## config.mk

```make
export PLATFORM = sky130hd
export DESIGN_NAME = fetch_unit
export DESIGN_NICKNAME = d
export VERILOG_FILES = /design/src/rtl/fetch_unit_pkg.sv /design/src/rtl/fetch_unit_pc_register.sv /design/src/rtl/fetch_unit.sv
export SDC_FILE = /design/constraint.sdc
export NUM_CORES = 1
export LEC_CHECK = 0
export BUFFER_PORTS_ARGS = -buffer_cell sky130_fd_sc_hd__clkbuf_2
export CORE_MARGIN = 10
export CORE_UTILIZATION = 40
export DETAILED_ROUTE_END_ITERATION = 8
export PLACE_DENSITY = 0.75
export REMOVE_ABC_BUFFERS = 1
export SLEW_MARGIN = 20
export SYNTH_ARGS = -nofsm -noshare
export SYNTH_HDL_FRONTEND = slang
export SYNTH_SLANG_ARGS = --single-unit
```

## constraint.sdc

```tcl
create_clock -name clk -period 3.2 [get_ports clk]
set_clock_uncertainty 0.05 [all_clocks]
set_input_delay 0.64 -clock clk [delete_from_list [all_inputs] [get_ports clk]]
set_output_delay 0.64 -clock clk [all_outputs]
set_load 0.02 [all_outputs]
```

## src/rtl/fetch_unit_pkg.sv

```systemverilog
// Shared fetch-stage types and constants: FSM encoding, PC stride, NOP word.
package fetch_unit_pkg;
  typedef enum logic {
    FETCH = 1'b0,
    HOLD  = 1'b1
  } fetch_state_e;

  localparam logic [31:0] PC_INC = 32'd4;
  localparam logic [31:0] NOP    = 32'h0000_0000;
endpackage

```

## src/rtl/fetch_unit_pc_register.sv

```systemverilog
// Program counter with asynchronous reset to RESET_PC and a load enable.
module pc_register #(
  parameter logic [31:0] RESET_PC = 32'h0000_0000
) (
  input  logic        clk,
  input  logic        rst,
  input  logic        en,
  input  logic [31:0] d,
  output logic [31:0] q
);
  logic [31:0] pc_q, pc_d;

  always_comb begin
    pc_d = en ? d : pc_q;
  end

  always_ff @(posedge clk or posedge rst) begin
    if (rst) pc_q <= RESET_PC;
    else     pc_q <= pc_d;
  end

  assign q = pc_q;
endmodule

```

## src/rtl/fetch_unit.sv

```systemverilog
// Instruction fetch stage: one request per cycle, buffers a returned word while
// the pipeline is stalled, and redirects on branch/jump with an IF/ID flush.
module fetch_unit
  import fetch_unit_pkg::*;
#(
  parameter logic [31:0] RESET_PC = 32'h0000_0000
) (
  input  logic        clk,
  input  logic        reset,
  input  logic        PC_Write,
  input  logic        Branch_taken,
  input  logic [31:0] Branch_target,
  input  logic        Jump,
  input  logic [31:0] Jump_target,
  output logic        imem_req,
  output logic [31:0] imem_addr,
  input  logic [31:0] imem_rdata,
  input  logic        imem_ready,
  output logic [31:0] PC_out,
  output logic [31:0] instruction_out,
  output logic        fetch_valid,
  output logic        IF_Flush,
  output logic [15:0] imem_wait_cnt
);
  fetch_state_e state_q, state_d;
  logic [31:0]  buf_q, buf_d;
  logic [15:0]  cnt_q, cnt_d;
  logic [31:0]  pc, pc_plus4, pc_nxt, tgt;
  logic         pc_en, redirect;

  assign redirect = Branch_taken | Jump;
  assign tgt      = Branch_taken ? Branch_target : Jump_target;
  assign pc_plus4 = pc + PC_INC;

  pc_register #(.RESET_PC(RESET_PC)) u_pc (
    .clk (clk),
    .rst (reset),
    .en  (pc_en),
    .d   (pc_nxt),
    .q   (pc)
  );

  always_comb begin
    state_d = state_q;
    buf_d   = buf_q;
    cnt_d   = cnt_q;
    pc_en   = 1'b0;
    pc_nxt  = pc_plus4;
    // A cycle in FETCH without ready counts as waiting, even if redirected.
    if (state_q == FETCH && !imem_ready && cnt_q != 16'hFFFF)
      cnt_d = cnt_q + 16'd1;
    if (redirect) begin
      pc_en   = 1'b1;
      pc_nxt  = tgt & ~32'd3;
      state_d = FETCH;
    end else begin
      case (state_q)
        FETCH: if (imem_ready) begin
          if (PC_Write) pc_en = 1'b1;
          else begin
            buf_d   = imem_rdata;
            state_d = HOLD;
          end
        end
        HOLD: if (PC_Write) begin
          pc_en   = 1'b1;
          state_d = FETCH;
        end
        default: state_d = FETCH;
      endcase
    end
  end

  always_ff @(posedge clk or posedge reset) begin
    if (reset) begin
      state_q <= FETCH;
      buf_q   <= NOP;
      cnt_q   <= 16'd0;
    end else begin
      state_q <= state_d;
      buf_q   <= buf_d;
      cnt_q   <= cnt_d;
    end
  end

  // Handshake outputs are forced quiet while reset is held.
  assign imem_req        = !reset && state_q == FETCH;
  assign imem_addr       = pc;
  assign PC_out          = pc_plus4;
  assign instruction_out = (state_q == HOLD) ? buf_q : imem_rdata;
  assign fetch_valid     = !reset && !redirect && (state_q == HOLD || imem_ready);
  assign IF_Flush        = !reset && redirect;
  assign imem_wait_cnt   = cnt_q;
endmodule
```

* Word-level counts from Yosys, hierarchy flattened
Cells that the tools add are included.
** Word-level totals
- Register bits after elaboration :: 81
- Bits of input ports :: 102
- Output and inout port bits :: 115
- Logic and storage cells :: 33
** Cells by class
- Add/subtract/negate cells :: 2
- Equal/unequal tests :: 1
- Mux-type cells :: 11
- Bitwise operators :: 4
- Reduce and logical (&&, ||, !) cells :: 11
** Operators by type and width (count)
- $mux W32 :: 3
- $add A32 B3 Y32 const B :: 1
- $add A16 B1 Y16 const B :: 1
- $ne A16 B16 Y1 const B :: 1
- $logic_and A1 B1 Y1 :: 6
- $mux W1 :: 6
- $pmux W1 S2 :: 2
- $reduce_and A4 Y1 :: 1
- $logic_not A1 Y1 :: 3
- $not A1 Y1 :: 3
- $logic_or A1 B1 Y1 :: 1
- $or A1 B1 Y1 :: 1

* Logic depth before layout (Yosys ltp)
- Depth in word-level cells :: 4
- Gate-level depth with buffers :: 6
- Depth with buffers taken out :: 5

* By module
From an unflattened synthesis, not the netlist that was laid out.
** Second synthesis, totals
- Cells, all modules :: 442
- Area, all modules :: 4952.2 sq um
** Modules (own cells, without submodules)
- fetch_unit :: times used 1, cells each 373, area an instance 3603.5 sq um, sequential area each 1226.2 sq um
- pc_register :: times used 1, cells each 69, area an instance 1348.8 sq um, sequential area each 800.8 sq um

* Least setup slack after synthesis
No wires, ideal clock.
- Kind :: reg2out
- Start point :: register u_pc.pc_q[5], in the netlist u_pc.q[5]
- End point :: output PC_out[22]
- Data arrival time :: 2.045 ns
- Data required time :: 2.510 ns
- Slack :: 0.465 ns
- Cell stages (with the launch flop) :: 7
- Buffers on the path :: 2
- Path through :: dfrtp_1 and4_1 clkbuf_1 nand4_1 clkbuf_1 or3_1 xnor2_1
** Between the ends
- Cells in the longest elaborated chain, start to end :: 1
** Ends and longest elaborated chain
- from (decl) :: line fetch_unit_pc_register.sv:11 : logic [31:0] pc_q, pc_d;
- from (signal assigned) :: line fetch_unit_pc_register.sv:19 : else pc_q <= pc_d;
- $add A32 B3 Y32 :: line fetch_unit.sv:33 : assign pc_plus4 = pc + PC_INC;
- to (decl) :: line fetch_unit.sv:19 : output logic [31:0] PC_out,
No other way between the ends.

* Worst setup path in the final report
- Start point :: register u_pc.pc_q[2], in the netlist u_pc.q[2]
- End point :: output PC_out[30]
Same word-level chain as after synthesis.

==> out/metrics.cfg <==
[power_and_ir_drop]
p_leak_nw = 3.05
p_comb_share_pct = 28.3
peakVddDrop_uv = 442
power.internal_mw = 2.22
p_seq_share_pct = 39.8
pwr-share-clk_pct = 31.9
p_sw_share_pct = 34.6
powerDensity_nw_per_um2 = 511
p_switching_mw = 1.17

[placed_design]
dpl_cell_area_um2 = 6330
dp_hpwl_um = 13300
io_buffers = 208
pre_cts_ws_ns = 0.561
gp_congestion = 0.912

[routing]
antenna_left = 0
wirelength_um = 17200
drc = 0
drt_first_iter_violations = 444
wl_per_cell_um = 19.1
dr.pass1.iters = 5
via_per_inst = 5.60
vias = 5044

[die]
die_w_um = 133
core_area_um2 = 12600
die_area_um2 = 17700
start_util_pct = 40.6
num_io_pins = 217
row_count = 41
die_h_um = 133

[grt]
overflow = 0
grt_pass1_wl_um = 27300
grt_pass1_vias = 5144
grt_use_met3_pct = 7.12
grt_max_degree = 46
grtUsageMet1_pct = 22.3
busiest_layer = met2
met2_usage_pct = 30.9
antenna_found_initial = 0
grt_usage_pct = 18.9

[synth]
synth_area_um2 = 5100
synth_warnings = 0
synth_seq_cells = 79
synth-edff-count = 0
synth_ff_type = dfrtp_1
syn_inst = 526
synth.top_cells.by_area = dfrtp_1 39%, mux2_2 15%, xnor2_1 3.9%
synth_top_area_share_pct = 38.7
synthDistinctLibCells = 54
synth-seq-area-share_pct = 38.7
yosysTopAreaCell = dfrtp_1
avgSynthCellArea_um2 = 9.70
async_flop_share_pct = 100

[finish]
insertedDiodeCount = 0
syn_to_final_growth_pct = 30.2
fin_area_um2 = 6640
drive_gt1_share_pct = 43.3
finalNetCount = 828
n_fill_cell = 1174

[clock_network]
clkTransAtPathRegs_ns = 0.06
post_cts_buffers = 0
ctsHoldBuffers = 0
tritoncts = yes
root_buffer = clkbuf_16
cts_max_level = 3
cts_resized = 0
cts_max_path_buffers = 2
clock_sinks = 79
cts_buffers = 9
clk_latency_ns = 0.35

[worst_setup_path]
startpoint = u_pc.q[2]$_DFFE_PP0P_
ff2ff_setup_slack_ns = 0.85
cp_slowest_cell = dfrtp_1
path_class = reg2out
timing.rr.end = u_pc.q[28]$_DFFE_PP0P_
arrival_ns = 2.30
crit_path_max_fanout = 10
worst_r2r_path_depth = 4
crit_path_end_kind = primary output
start_kind = flop
r2r_start = state_q$_DFF_PP0_
cp_cell_sequence = ha_1 > and2_1 > nand4_1 > buf_4 > nor3_1 > xor2_1 > clkbuf_2
cpPeakStageDelay_ns = 0.42
crit_required_ns = 2.51
crit_path_end = PC_out[30]

[timing]
fin_crit_sh_pct = 93.6
tightestPinTransition_ns = 1.01
setup_viol = 0
fin_crit_ns = 2.99
rsz0062_at_grt = false
hold_violations = 0
timing.final.ws_setup_ns = 0.206
maxSlewHeadroom_pct = 32.3
fmax_mhz = 334
slew_viol_final = 0
setup_tns_ns = 0

[min_path]
min_path_type = in2async

[run_status]
outcome = finished, final reports clean

[flow_run]
max-cap-violations = 0

==> power groups by stage <==
stage | Combinational [mW] | Clock [mW] | Sequential, mW
finish | 0.958 | 1.08 | 1.35
global route | 1.05 | 1.13 | 1.38
CTS | 0.970 | 1.09 | 1.35
detailed placement | 0.967 | 0 | 1.36
global placement | 0.953 | 0 | 1.35
floorplan | 0.503 | 0 | 1.43
==> how the worst min path moves through the flow <==
stage | start | end | slack [ns] | cells past startpoint
global placement | buf_q[20]$_DFFE_PP0P_ | buf_q[20]$_DFFE_PP0P_ | 0.43 | 1
finish | reset | buf_q[27]$_DFFE_PP0P_ | 0.41 | 2
CTS | reset | imem_wait_cnt[13]$_DFFE_PP0P_ | 0.43 | 2
floorplan | buf_q[0]$_DFFE_PP0P_ | buf_q[0]$_DFFE_PP0P_ | 0.42 | 1
global route | reset | buf_q[27]$_DFFE_PP0P_ | 0.47 | 2
detailed placement | buf_q[4]$_DFFE_PP0P_ | buf_q[4]$_DFFE_PP0P_ | 0.44 | 1
==> kinds of logic after synthesis <==
logic type                 count (synthesis)  synth area share [%]
AOI/OAI and AO/OA                        108                  15.1
xor gates and xnor gates                  43                  7.38
adders and majority gates                  2                 0.490
buffers and inverters                     53                  4.39
DFF                                       79                  38.7
muxes                                     70                  15.4
other                                      1                0.0735
and+or+nand+nor                          170                  18.5
==> synthesized netlist by cell type, types with 4 or more instances <==
master,n
nand3_1,23
nand4_1,13
and4_1,7
o21ai_0,13
inv_1,12
a22oi_1,11
o22ai_1,5
a21oi_1,8
nor4_1,10
mux2_2,66
a2bb2oi_1,6
o31ai_1,11
nor2b_1,11
and2_1,4
a211oi_1,14
nor3_1,15
a22o_1,7
or4_1,12
xnor2_1,23
xor2_1,20
nand2_1,31
a31oi_1,11
clkbuf_1,24
buf_4,4
nor2_1,24
buf_1,5
buf_2,5
dfrtp_1,79
and3_1,8
mux2i_1,4
==> cells in the final DEF, fill, tap and decap left out, types with 9 or more instances in the layout <==
| cell | n |
|---|---|
| clkbuf_16 | 9 |
| o21ai_0 | 13 |
| mux2_2 | 66 |
| a211oi_1 | 14 |
| nor2_1 | 23 |
| a31oi_1 | 11 |
| a22oi_1 | 11 |
| dfrtp_1 | 79 |
| nor2b_1 | 11 |
| inv_1 | 11 |
| nand3_1 | 23 |
| nor4_1 | 10 |
| nor3_1 | 15 |
| nand4_1 | 13 |
| buf_4 | 16 |
| nand2_1 | 31 |
| or4_1 | 12 |
| xnor2_1 | 23 |
| o31ai_1 | 11 |
| xor2_1 | 20 |
| clkbuf_2 | 208 |
==> routing by layer <==
layer | up-vias | share of wire [%]
li1 | 2372 | -
met1 | 2387 | 41
met2 | 256 | 46
met3 | 29 | 11
met4 | 0 | 2.1
met5 | - | 0
==> flip-flops by register name (all words and copies together) (netlist names) <==
| register | cells |
|---|---|
| state_q | 1 |
| u_pc.q | 30 |
| buf_q | 32 |
| imem_wait_cnt | 16 |
==> per-stage QoR <==
step                hold slack, ns  instances  total power, mW  util [%]
floorplan                    0.424        488             1.93         -
global placement             0.431        885             2.30      50.4
detailed placement           0.442        885             2.33      50.4
CTS                          0.427        900             3.41      52.8
global route                 0.465        900             3.56      52.8
finish                       0.414        900             3.39      52.8
==> area by class of cell <==
class,instances,area [µm²],area share (%)
multi-input cells,397,2920,43.9
flip-flops and latches,79,1980,29.8
repair buffers,225,1180,17.8
clock buffers,11,253,3.81
well taps,172,215,3.24
clock inverters,4,53.8,0.810
inverters,12,46.3,0.697
==> worst max-delay path, delay by kind of cell, from the launching register on <==
kind	cells	cell delay, ns
simple gates	3	0.67
flops	1	0.42
buf+inv	2	0.41
fa+ha+maj	1	0.29
xor+xnor	1	0.17
(Power assumes the default switching activity.)
